File: src/rtl/tmr_unit_pkg.sv
// Shared timer definitions: control-word field positions, FSM state encoding and sizes.
package tmr_unit_pkg;

   localparam int unsigned CNTR_WIDTH = 16;
   localparam int unsigned PS_WIDTH   = 4;

   localparam int unsigned TMR_EN_BIT   = 0;
   localparam int unsigned TMR_AUTO_BIT = 1;
   localparam int unsigned TMR_CLR_BIT  = 2;
   localparam int unsigned TMR_PS_LSB   = 4;
   localparam int unsigned TMR_PS_MSB   = 7;
   localparam int unsigned TMR_CMP_LSB  = 16;
   localparam int unsigned TMR_CMP_MSB  = 31;

   typedef enum logic [1:0] {
      TMR_IDLE = 2'd0,
      TMR_RUN  = 2'd1,
      TMR_HALT = 2'd2
   } tmr_state_e;

endpackage

File: src/rtl/tmr_unit_if.sv
// CPU <-> timer register-file interface. The tmr_irq signal exists only with TMR_IRQ_EN.
interface tmr_unit_if;

   logic [31:0] tmr_ctrl;
   logic [15:0] tmr_cntr;
   logic        tmr_overflow;
`ifdef TMR_IRQ_EN
   logic        tmr_irq;
`endif

   modport master (
      output tmr_ctrl,
`ifdef TMR_IRQ_EN
      input  tmr_irq,
`endif
      input  tmr_cntr,
      input  tmr_overflow
   );

   modport slave (
      input  tmr_ctrl,
`ifdef TMR_IRQ_EN
      output tmr_irq,
`endif
      output tmr_cntr,
      output tmr_overflow
   );

endinterface

File: src/rtl/tmr_unit_prescaler.sv
// Free-running 2^PS clock divider emitting a one-cycle tick; restarts on clr or a PS change.
module tmr_prescaler #(
   parameter int unsigned PS_WIDTH = 4
) (
   input  logic                clk,
   input  logic                reset,
   input  logic                clr,
   input  logic [PS_WIDTH-1:0] ps,
   output logic                tick
);

   localparam int unsigned DivWidth = (1 << PS_WIDTH) - 1;

   logic [DivWidth-1:0] div_q, div_d, div_mask;
   logic [PS_WIDTH-1:0] ps_q;
   logic                ps_change;

   always_comb begin
      div_mask = '0;
      for (int i = 0; i < int'(DivWidth); i++) begin
         div_mask[i] = (i < int'(ps));
      end
      ps_change = (ps != ps_q);
      // A PS change restarts the period, so no stale tick escapes in that cycle.
      tick      = ~clr & ~ps_change & (div_q == div_mask);
      div_d     = (clr | ps_change | tick) ? '0 : div_q + 1'b1;
   end

   always_ff @(posedge clk or negedge reset) begin
      if (!reset) begin
         div_q <= '0;
         ps_q  <= '0;
      end else begin
         div_q <= div_d;
         ps_q  <= ps;
      end
   end

endmodule

File: src/rtl/tmr_unit.sv
// Compare-match timer: counts prescaled ticks up to CMP, sticky overflow flag.
// Optional one-cycle match pulse tmr_irq when TMR_IRQ_EN is defined.
module tmr_unit
   import tmr_unit_pkg::*;
#(
   parameter int unsigned CNTR_WIDTH = 16,
   parameter int unsigned PS_WIDTH   = 4
) (
   input  logic       clk,
   input  logic       reset,
   tmr_unit_if.slave  bus
);

   tmr_state_e          state_q, state_d;
   logic [CNTR_WIDTH-1:0] cntr_q, cntr_d;
   logic                ovf_q, ovf_d;
   logic                clr_q, clr_edge;
   logic                en, auto_rld, tick, match;
   logic [PS_WIDTH-1:0] ps;
   logic [CNTR_WIDTH-1:0] cmp;
   logic                unused_ctrl;

   assign en          = bus.tmr_ctrl[TMR_EN_BIT];
   assign auto_rld    = bus.tmr_ctrl[TMR_AUTO_BIT];
   assign ps          = bus.tmr_ctrl[TMR_PS_MSB:TMR_PS_LSB];
   assign cmp         = bus.tmr_ctrl[TMR_CMP_MSB:TMR_CMP_LSB];
   assign clr_edge    = bus.tmr_ctrl[TMR_CLR_BIT] & ~clr_q;
   assign unused_ctrl = ^{bus.tmr_ctrl[15:8], bus.tmr_ctrl[3]};

   tmr_prescaler #(
      .PS_WIDTH (PS_WIDTH)
   ) u_prescaler (
      .clk   (clk),
      .reset (reset),
      .clr   ((state_q != TMR_RUN) | clr_edge),
      .ps    (ps),
      .tick  (tick)
   );

   assign match = tick & (cntr_q == cmp);

   always_comb begin
      state_d = state_q;
      cntr_d  = cntr_q;
      ovf_d   = ovf_q;
      unique case (state_q)
         TMR_IDLE: begin
            if (en) state_d = TMR_RUN;
         end
         TMR_RUN: begin
            if (!en) begin
               state_d = TMR_IDLE;
            end else if (match) begin
               ovf_d = 1'b1;
               if (auto_rld) cntr_d  = '0;
               else          state_d = TMR_HALT;
            end else if (tick) begin
               cntr_d = cntr_q + 1'b1;
            end
         end
         TMR_HALT: begin
            if (clr_edge)  state_d = en ? TMR_RUN : TMR_IDLE;
            else if (!en)  state_d = TMR_IDLE;
         end
         default: state_d = TMR_IDLE;
      endcase
      // Clear wins over any tick or match in the same cycle.
      if (clr_edge) begin
         cntr_d = '0;
         ovf_d  = 1'b0;
      end
   end

   always_ff @(posedge clk or negedge reset) begin
      if (!reset) begin
         state_q <= TMR_IDLE;
         cntr_q  <= '0;
         ovf_q   <= 1'b0;
         clr_q   <= 1'b0;
      end else begin
         state_q <= state_d;
         cntr_q  <= cntr_d;
         ovf_q   <= ovf_d;
         clr_q   <= bus.tmr_ctrl[TMR_CLR_BIT];
      end
   end

   assign bus.tmr_cntr     = cntr_q;
   assign bus.tmr_overflow = ovf_q;

`ifdef TMR_IRQ_EN
   logic irq_q, irq_d;

   // match is already gated off by a coincident clear edge inside the prescaler.
   assign irq_d = (state_q == TMR_RUN) & en & match;

   always_ff @(posedge clk or negedge reset) begin
      if (!reset) irq_q <= 1'b0;
      else        irq_q <= irq_d;
   end

   assign bus.tmr_irq = irq_q;
`endif

endmodule

File: src/flat_wrapper.sv
// flat-port wrapper written by rule: the top's interface ports become plain ports
module tmr_unit_flat import tmr_unit_pkg::*;
#(
   parameter int unsigned CNTR_WIDTH = 16,
   parameter int unsigned PS_WIDTH   = 4
)
  (clk, reset, bus_tmr_ctrl, bus_tmr_cntr, bus_tmr_overflow);
  tmr_unit_if bus_i ();
  input  logic clk;
  input  logic reset;
  input wire logic [$bits(bus_i.tmr_ctrl)-1:0] bus_tmr_ctrl;
  output wire logic [$bits(bus_i.tmr_cntr)-1:0] bus_tmr_cntr;
  output wire logic [$bits(bus_i.tmr_overflow)-1:0] bus_tmr_overflow;
  assign bus_i.tmr_ctrl = bus_tmr_ctrl;
  assign bus_tmr_cntr = bus_i.tmr_cntr;
  assign bus_tmr_overflow = bus_i.tmr_overflow;
  tmr_unit #(.CNTR_WIDTH(CNTR_WIDTH), .PS_WIDTH(PS_WIDTH)) u_core (.clk(clk), .reset(reset), .bus(bus_i));
endmodule
File: config.mk
export PLATFORM = sky130hd
export DESIGN_NAME = tmr_unit_flat
export DESIGN_NICKNAME = d
export VERILOG_FILES = /design/src/rtl/tmr_unit_pkg.sv /design/src/rtl/tmr_unit_if.sv /design/src/rtl/tmr_unit_prescaler.sv /design/src/rtl/tmr_unit.sv /design/src/flat_wrapper.sv
export SDC_FILE = /design/constraint.sdc
export NUM_CORES = 1
export LEC_CHECK = 0
export CORE_ASPECT_RATIO = 0.7
export CORE_MARGIN = 8
export CORE_UTILIZATION = 47
export CTS_CLUSTER_SIZE = 20
export DETAILED_ROUTE_END_ITERATION = 16
export PLACE_DENSITY = 0.82
export SYNTH_ARGS = -nofsm -noshare
export SYNTH_HDL_FRONTEND = slang
export SYNTH_HIERARCHICAL = 1
export SYNTH_SLANG_ARGS = --single-unit
File: constraint.sdc
create_clock -name clk -period 2.8 [get_ports clk]
set_clock_uncertainty 0.2 [all_clocks]
set_input_delay 0.56 -clock clk [delete_from_list [all_inputs] [get_ports clk]]
set_output_delay 0.56 -clock clk [all_outputs]
set_load 0.02 [all_outputs]
==> impl_results.md <==
- Slowest CP cell: nor4_4
- Top delay family on crit path: compound AO/OA/AOI/OAI gates
- Most frequent cells after synthesis: dfrtp_1, nand2_1, xnor2_1
- Crit-path cells: buf_2 -> buf_4 -> a211oi_2 -> o21ai_1 -> a22o_1 -> nor4_4 -> and3_4 -> o21ai_4 -> buf_4 -> nor4_4 -> buf_4 -> a21bo_4 -> a21o_2 -> a22o_1
- Pins Over Slew Limit: 0
- F_max: 0.340 GHz
- Max clock buf depth: 2
- Most common cell in the netlist: dfrtp_1
- Final WL: 8.49 mm
- Fin crit share: 105%
- Area grow syn2layout: 39.6%
- Global Route Usage Sum: 21.1%
- H-Tree Depth: 2
- Synth Register Bits: 39
- Vias in the first global route: 2,657
- Die ar.: 8260 um2
- Violated checks: negative setup slack
- Die Y: 78.5 um
- Status: finished with violations
- Met3 Usage GRT: 5.14%
- # Max-Cap Violations: 0
- Share of layout cells above drive strength 1: 29.0%
- Initial DRT Pass Iterations: 5
- Total of warnings raised by yosys: 6
- GR Util met2: 33.5%
- Crit start category: input pin
- Buffers & Inverters on Critical Path: 4
- CP max stage delay: 0.30 ns
- Placeable Area: 5310 um2
- CTS tree: yes
- Endpoints failing hold: 0
- Row cnt: 22
- Clk slew on worst S/H paths: 0.08 ns
- Min Tclk post-route: 2.94 ns
- Endpoint class of the critical path: flop
- Routability cong.: 0.884
- Slew at the pin with the worst max-slew slack: 0.884 ns
- TritonCTS buffer count: 5
- Most used cell, CP: buf_4
- Total congestion overflow: 0
- Clock sinks: 39
- Part of the Yosys area used for sequential elements: 37.2%
- Worst VDD drop: 0.167 mV
- EDFF count, synth: 0
- Post-synth top area share: 37.2%
- Avg Inst Size Synth: 9.47 um2
- Synth area leaders: dfrtp_1, xnor2_1, a211oi_2, a22o_1, xor2_1
- Pwr/cell area: 317 nW/um2
- Crit path max fanout: 8
- Mapped Cells: 277
- Starting density of the core: 49.4%
- Pleak: 1.50 nW
- Syn Nets: 313
- Area of the multi-input gates: 1670 um2
- CP arrival: 2.97 ns
- Synth Flop Type: dfrtp_1
- Util after Layout: 68.9%
- Setup WS post-layout: -0.139 ns
- Global-route wire length before repair: 14.0 mm
- DR vias/cell: 5.98
- DP HPWL: 5.56 mm
- Routed vias: 2,621
- Filler cell count: 393
- Average wire per standard cell: 19.4 um
- Io pins: 51
- Input/output buffers: 41
- Placed instance count: 421
- NumNets Final: 401
- Worst Hold Class: input pin to asynchronous set/reset pin
- Yosys top cell by area: dfrtp_1
- Setup Viol. Count Final: 16
- Async S/R FF share, synth: 100%
- Distinct cells, synth: 56
- Crit Path Category: input pin to flop
- Hold-fix buffers, CTS: 0
- Final setup TNS: -1.61 ns
- Final non-filler cell total: 438
- Slew headroom: 41.1%
- Reg area: 976 um2
- N_diodes: 0
- Global routing's busiest layer: met2
- Initial antenna violation count: 0
- Worst skew pair latency: 0.29 ns
- Final ANT Viol Nets: 0
- Total power: 1.16 mW
- DRC viols: 0
- Clk root buf: clkbuf_8
- 1st-iter DRT viols: 283
- Die width: 105 um
- Critical path required time: 2.84 ns
- GRT met1 Usage: 27.7%
- Syn Std Cell Area: 2620 um2
- Unrepaired setup endpoints after global routing: yes
- Pin count of the biggest net entering global routing: 40
-- placed cells by master (no fill, tap or decap), drive strengths merged, types with 3 or more instances in the layout --
| cell type | netlist | final |
|---|---|---|
| inv | 11 | 11 |
| a211oi | 15 | 15 |
| o21ai | 14 | 14 |
| xnor2 | 20 | 20 |
| or4 | 3 | 3 |
| nand2 | 20 | 20 |
| and3 | 5 | 5 |
| a22o | 12 | 12 |
| nand3 | 14 | 14 |
| clkdlybuf4s50 | 0 | 36 |
| nor3 | 9 | 9 |
| a21o | 10 | 10 |
| nor2 | 17 | 17 |
| nand2b | 3 | 3 |
| and2 | 7 | 7 |
| nand4 | 7 | 7 |
| dfrtp | 39 | 39 |
| nor2b | 3 | 3 |
| buf | 9 | 54 |
| clkbuf | 3 | 8 |
| nor4 | 5 | 5 |
| a21oi | 12 | 13 |
| xor2 | 11 | 11 |
-- worst paths after layout --
kind | start | slack, ns | end | depth (start not counted)
worst max-delay path | bus_tmr_ctrl[6] | -0.14 | u_core/bus.tmr_cntr[3]$_DFFE_PN0P_ | 14
worst min-delay path | reset | 0.18 | u_core/bus.tmr_cntr[5]$_DFFE_PN0P_ | 1
worst max register to register | u_core/u_prescaler/div_q[11]$_DFF_PN0_ | -0.12 | u_core/bus.tmr_cntr[3]$_DFFE_PN0P_ | 12
worst min register to register | u_core/state_q[0]$_DFFE_PN0P_ | 0.30 | u_core/state_q[0]$_DFFE_PN0P_ | 1
max in group asynchronous | reset | 1.66 | u_core/u_prescaler/div_q[1]$_DFF_PN0_ | 1
min in group clk | u_core/state_q[0]$_DFFE_PN0P_ | 0.30 | u_core/state_q[0]$_DFFE_PN0P_ | 1
-- flip-flops by register name (all words and copies together) (netlist names) --
| register | count |
|---|---|
| u_core/u_prescaler/ps_q | 4 |
| u_core/bus.tmr_overflow | 1 |
| u_core/u_prescaler/div_q | 15 |
| u_core/clr_q | 1 |
| u_core/bus.tmr_cntr | 16 |
| u_core/state_q | 2 |
-- cell families (layout without fill, tap and decap cells) --
group	Yosys count	after routing	share of synthesized area, %
xor gates and xnor gates	31	31	10.4
muxes	1	1	0.429
and+or+nand+nor	102	102	22.5
AOI/OAI and AO/OA	79	81	23.4
adders and majority gates	2	2	0.954
buffers and inverters	23	110	5.15
DFF	39	39	37.2
-- per-stage QoR --
step	hold WS, ns	area [um2]	setup slack [ns]
2_1_floorplan	0.0644	2690	-0.383
3_3_place_gp	0.281	3390	-0.804
3_5_place_dp	0.283	3390	-0.945
4_1_cts	0.209	3620	-0.109
5_1_grt	0.236	3660	-0.224
6_report	0.179	3660	-0.139
-- report_power, final --
part           internal, mW  switching, mW  leakage (nW)
Combinational        0.0867         0.0945         0.920
Sequential            0.570        0.00774         0.526
Clock                 0.202          0.202        0.0484
Total                 0.858          0.304          1.50
-- timing repair --
item,4_1_cts,5_1_grt
resized for setup,38,7
setup buffers,4,2
cloned,3,0
setup endpoints to repair,19,17
pin swaps,19,6
endpoints found under the hold margin,0,0
-- final cells by class --
| type | count | share of cell area, % |
|---|---|---|
| Clock buffer | 7 | 2.36 |
| Sequential cell | 39 | 26.6 |
| Tap cell | 72 | 2.46 |
| Clock inverter | 1 | 0.239 |
| Multi-Input combinational cell | 217 | 45.5 |
| Inverter | 11 | 1.13 |
| Timing Repair Buffer | 91 | 21.7 |
-- layer usage --
metal  wire length (um)  part of all wire, %  vias to the layer above
met5                  0                    0                        -
met4                148                  1.7                        0
met3                637                  7.5                       16
met2               3930                   46                      125
met1               3780                   44                     1296
li1                   -                    -                     1184
No activity file was read; power rests on OpenSTA's default activity.
